===== src/rtl/uart_tx_drain_sched.sv =====
// uart_tx_drain_sched: drains the TX buffer between the read and write
// pointers and hands bytes one at a time to the UART serialiser.
module uart_tx_drain_sched #(
    parameter int unsigned ADDR_W = 10,
    parameter int unsigned DATA_W = 8
) (
    input  logic              wb_clk_i,
    input  logic              wb_rst_n_i,
    input  logic              tx_en_i,
    input  logic              flush_i,
    input  logic [ADDR_W-1:0] buffer_top,
    output logic [ADDR_W-1:0] buffer_bottom,
    output logic              mem_rd_en,
    output logic [ADDR_W-1:0] mem_rd_addr,
    input  logic [DATA_W-1:0] buffer_output,
    input  logic              uart_ready,
    output logic [DATA_W-1:0] uart_value,
    output logic              uart_enable,
    output logic              busy_o,
    output logic [ADDR_W-1:0] level_o,
    output logic              empty_o,
    output logic              byte_sent_o
);

    typedef enum logic [2:0] {
        ST_IDLE,
        ST_READ,
        ST_LATCH,
        ST_WAIT_READY,
        ST_SEND,
        ST_GUARD
    } state_t;

    state_t state;

    // Occupancy status; subtraction wraps naturally at ADDR_W bits
    assign level_o     = ADDR_W'(buffer_top - buffer_bottom);
    assign empty_o     = (buffer_top == buffer_bottom);
    assign mem_rd_addr = buffer_bottom;

    // Transfer sequencer: one byte per pass IDLE->READ->LATCH->WAIT_READY->SEND->GUARD
    always_ff @(posedge wb_clk_i or negedge wb_rst_n_i) begin
        if (!wb_rst_n_i) begin
            state         <= ST_IDLE;
            buffer_bottom <= '0;
            uart_value    <= '0;
            uart_enable   <= 1'b0;
            mem_rd_en     <= 1'b0;
            byte_sent_o   <= 1'b0;
            busy_o        <= 1'b0;
        end else begin
            // Strobes are single-cycle unless a transition below re-asserts them
            mem_rd_en   <= 1'b0;
            uart_enable <= 1'b0;
            byte_sent_o <= 1'b0;

            case (state)
                ST_IDLE: begin
                    if (flush_i) begin
                        buffer_bottom <= buffer_top;
                    end else if (tx_en_i && !empty_o) begin
                        state     <= ST_READ;
                        mem_rd_en <= 1'b1;
                        busy_o    <= 1'b1;
                    end
                end

                ST_READ: begin
                    if (flush_i) begin
                        buffer_bottom <= buffer_top;
                        state         <= ST_IDLE;
                        busy_o        <= 1'b0;
                    end else begin
                        state <= ST_LATCH;
                    end
                end

                ST_LATCH: begin
                    if (flush_i) begin
                        buffer_bottom <= buffer_top;
                        state         <= ST_IDLE;
                        busy_o        <= 1'b0;
                    end else begin
                        uart_value <= buffer_output;
                        state      <= ST_WAIT_READY;
                    end
                end

                ST_WAIT_READY: begin
                    if (flush_i) begin
                        buffer_bottom <= buffer_top;
                        state         <= ST_IDLE;
                        busy_o        <= 1'b0;
                    end else if (uart_ready) begin
                        uart_enable <= 1'b1;
                        state       <= ST_SEND;
                    end
                end

                // Strobe is already on the wire; a flush only redirects the pointer
                ST_SEND: begin
                    if (flush_i) begin
                        buffer_bottom <= buffer_top;
                    end else begin
                        buffer_bottom <= buffer_bottom + ADDR_W'(1);
                    end
                    byte_sent_o <= 1'b1;
                    state       <= ST_GUARD;
                end

                // One dead cycle so the UART can drop uart_ready before IDLE looks again
                ST_GUARD: begin
                    if (flush_i) begin
                        buffer_bottom <= buffer_top;
                    end
                    state  <= ST_IDLE;
                    busy_o <= 1'b0;
                end

                default: begin
                    state  <= ST_IDLE;
                    busy_o <= 1'b0;
                end
            endcase
        end
    end

endmodule


===== config.mk =====
export PLATFORM = sky130hd
export DESIGN_NAME = uart_tx_drain_sched
export DESIGN_NICKNAME = d
export VERILOG_FILES = /design/src/rtl/uart_tx_drain_sched.sv
export SDC_FILE = /design/constraint.sdc
export NUM_CORES = 1
export LEC_CHECK = 0
export BUFFER_PORTS_ARGS = -buffer_cell sky130_fd_sc_hd__clkbuf_2
export CORE_MARGIN = 2
export CORE_UTILIZATION = 49
export DETAILED_ROUTE_END_ITERATION = 7
export GPL_TIMING_DRIVEN = 0
export PLACE_DENSITY = 0.8
export SLEW_MARGIN = 20
export SYNTH_ARGS = -nofsm -noshare
export SYNTH_HDL_FRONTEND = slang
export SYNTH_SLANG_ARGS = --single-unit

===== constraint.sdc =====
create_clock -name wb_clk_i -period 2.6 [get_ports wb_clk_i]
set_input_delay 0.52 -clock wb_clk_i [delete_from_list [all_inputs] [get_ports wb_clk_i]]
set_output_delay 0.52 -clock wb_clk_i [all_outputs]
set_load 0.03 [all_outputs]

==> results.json <==
{
  "ant_nets": 0,
  "ys_seq_area_frac": 0.355,
  "worst-setup-path-type": "reg2out",
  "pwr-share-seq": 0.286,
  "final_area_um2": 2390,
  "r2r-end": "busy_o",
  "dr_total_vias": 1736,
  "cp.arrival_ns": 2.21,
  "grt.total_usage": 0.205,
  "ir_worst_vdd_uv": 475,
  "syn_area_per_cell_um2": 9.04,
  "ys_ff_latch": 25,
  "power_frac_comb": 0.632,
  "reg2reg_slack_ns": 0.70,
  "preCtsSetupSlack_ns": -0.284,
  "switchingPower_mw": 1.00,
  "n_fill_cell": 277,
  "p_int_mw": 1.06,
  "fin_crit_ns": 2.73,
  "wl_mm": 4.23,
  "cts-root-buf": "clkbuf_4",
  "hold_viol": 0,
  "synth-async-reset-ratio": 1.00,
  "tightest_slew_ns": 0.602,
  "hold_path_class": "in2async",
  "syn-num-nets": 229,
  "p_sw_frac": 0.487,
  "numCtsBuffers": 3,
  "cp_max_fo": 3,
  "cts_sinks": 25,
  "grt_pass1_vias": 1511,
  "whs_ns": 0.190,
  "drv_cap": 0,
  "gr-total-overflow": 0,
  "grt_start_max_net_pins": 26,
  "rsz0062_at_grt": "true",
  "core_area_um2": 3390,
  "initial_utilization": 0.520,
  "violations": "setup timing",
  "antenna_found_initial": 0,
  "tritoncts": "done",
  "rr_worst_depth": 7,
  "synth_cell_type_count": 46,
  "synth_edf_count": 0,
  "worst_clock_skew_ns": 0.00543,
  "drt_iter0_drc": 134,
  "port_buffers": 65,
  "worst_setup_path_end_kind": "output port",
  "fin_tns_setup_ns": -0.291,
  "row_count": 21,
  "fin_ws_ns": -0.133,
  "p_per_area_nw_per_um2": 862,
  "synth_ff_type": "dfrtp_1",
  "clk_pin_slew_worst_paths_ns": 0.13,
  "drv_slew": 0,
  "relSlewSlack": 0.599,
  "die_x_um": 64.0,
  "place_area_um2": 2170,
  "syn_inst": 195,
  "power.total_mw": 2.06,
  "antennaDiodeCount": 0,
  "globalplace.congestion": 0.817,
  "area_delta_synth_final_pct": 35.6,
  "required_ns": 2.08,
  "setup_viol": 4,
  "die-area_um2": 4090,
  "fin_nets": 309,
  "yosysWarnings": 0,
  "p_leak_nw": 1.15,
  "period_share": 1.05,
  "cts-hold-fix-buffers": 0,
  "grt_pass1_wl_mm": 6.78,
  "start_kind": "flip-flop",
  "drt_first_pass_iters": 5,
  "reg2reg_from": "buffer_bottom[4]",
  "vias_per_cell": 5.43,
  "clk_latency_ns": 0.31,
  "p_clk_frac": 0.082,
  "drc": 0,
  "syn_area_um2": 1760,
  "max_freq_mhz": 366,
  "h-tree-depth": 1,
  "io_pins": 66,
  "status": "complete, but fails checks",
  "die_h_um": 64.0,
  "post_drt_wl_per_cell_um": 13.2,
  "clock_path_buffers": 2,
  "post-dp-hpwl_mm": 3.01,
  "drive_gt1_frac": 0.482
}
[repair_timing]
action	in CTS	in global routing
resized for setup	22	11
setup buffers	7	4
endpoints found under the setup margin	7	8
pin swaps	8	3
[cell type report]
type                    instances  area, um2  area share
multi-input cells             141       1070       0.448
flip-flops and latches         25        634       0.265
repair buffers                 76        430       0.180
plain buffers                  16        124      0.0518
well taps                      46       57.6      0.0241
inverters                      12       45.0      0.0188
clock buffers                   3       22.5     0.00942
clock inverters                 1       5.00     0.00209
[sequential cells by signal, indices dropped and copies added (netlist names)]
signal	count
state	3
byte_sent_o	1
mem_rd_en	1
buffer_bottom	10
busy_o	1
uart_value	8
uart_enable	1
[logic make-up after synthesis]
logic type | after synthesis | synth area share
XOR/XNOR | 7 | 0.0390
buffers and inverters | 29 | 0.0923
multiplexers | 9 | 0.0568
adder cells (fa/ha/maj) | 11 | 0.0823
flip-flops | 25 | 0.355
AO/OA/AOI/OAI | 54 | 0.180
AND/OR/NAND/NOR | 60 | 0.194
[through the flow]
step,cells,utilization
6_report,320,0.705
5_1_grt,320,0.705
4_1_cts,316,0.680
2_1_floorplan,195,-
3_5_place_dp,306,0.639
3_3_place_gp,306,0.639
[placed cells by master (no fill, tap or decap), types with 3 or more instances in the layout]
master and instances:
mux2_2 8, nor2b_1 3, dfrtp_1 18, nand2_1 14
clkbuf_2 60, nand4_1 3, a21oi_1 19, inv_1 10
a21o_1 5, nand3b_1 3, o22ai_1 3, clkbuf_4 4
dfrtp_2 7, nor2_1 10, o21ai_0 12, nand3_1 6
clkbuf_8 3, buf_4 22, ha_1 6, a31oi_1 3
[routing by layer]
metal / vias to the layer above / GRT usage / wire length [um]
li1: 846 / - / -
met1: 823 / 0.274 / 1890
met2: 63 / 0.358 / 2090
met3: 4 / 0.0176 / 217
met4: 0 / 0.0489 / 34
met5: - / 0 / 0
[synthesized netlist by cell type, types with 2 or more instances]
cell type   n  area share
nand3_1     7       0.020
xor2_1      3       0.015
ha_1       10       0.071
nand4_1     3       0.011
o21a_1      2      0.0085
inv_1      12       0.026
nor3_1      2      0.0057
o211ai_1    2      0.0085
nand2b_1    2      0.0071
o22ai_1     3       0.011
nor3b_1     2      0.0085
and3_1      2      0.0071
a31oi_1     3       0.011
buf_4      10       0.043
buf_6       2       0.013
and4_1      2      0.0099
nand3b_1    3       0.013
clkbuf_1    3      0.0064
a21o_1      5       0.021
a21oi_1    22       0.062
mux2_2      8       0.051
nor2_1     10       0.021
nand2_1    14       0.030
nor2b_1     3       0.011
xnor2_1     3       0.015
o21ai_0    13       0.037
dfrtp_1    25        0.35
[critical path: stages, from the launching register on]
cell	delay [ns]
dfrtp_2	0.41
ha_4	0.13
inv_2	0.04
fa_2	0.33
a21o_1	0.16
a21o_1	0.19
a21o_1	0.17
a21oi_2	0.16
xnor2_2	0.14
clkbuf_8	0.19
[power by group through the flow]
stage	registers [mW]	logic (mW)	clock network, mW
after global placement	0.606	1.13	0
final	0.589	1.30	0.169
after CTS	0.595	1.24	0.171
after detailed placement	0.612	1.14	0
after floorplan	0.804	0.652	0
after global routing	0.600	1.40	0.201
[worst max path at each step]
stage                startpoint         end  slack [ns]  cells past startpoint
2_1_floorplan     buffer_top[0]  level_o[8]       -0.02                      8
3_3_place_gp      buffer_top[0]  level_o[6]       -0.27                     11
3_5_place_dp      buffer_top[0]  level_o[6]       -0.28                     11
4_1_cts        buffer_bottom[0]  level_o[6]       -0.14                      9
5_1_grt        buffer_bottom[0]  level_o[6]       -0.25                      9
6_report       buffer_bottom[0]  level_o[6]       -0.13                      9
No activity file was read; power rests on OpenSTA's default activity.
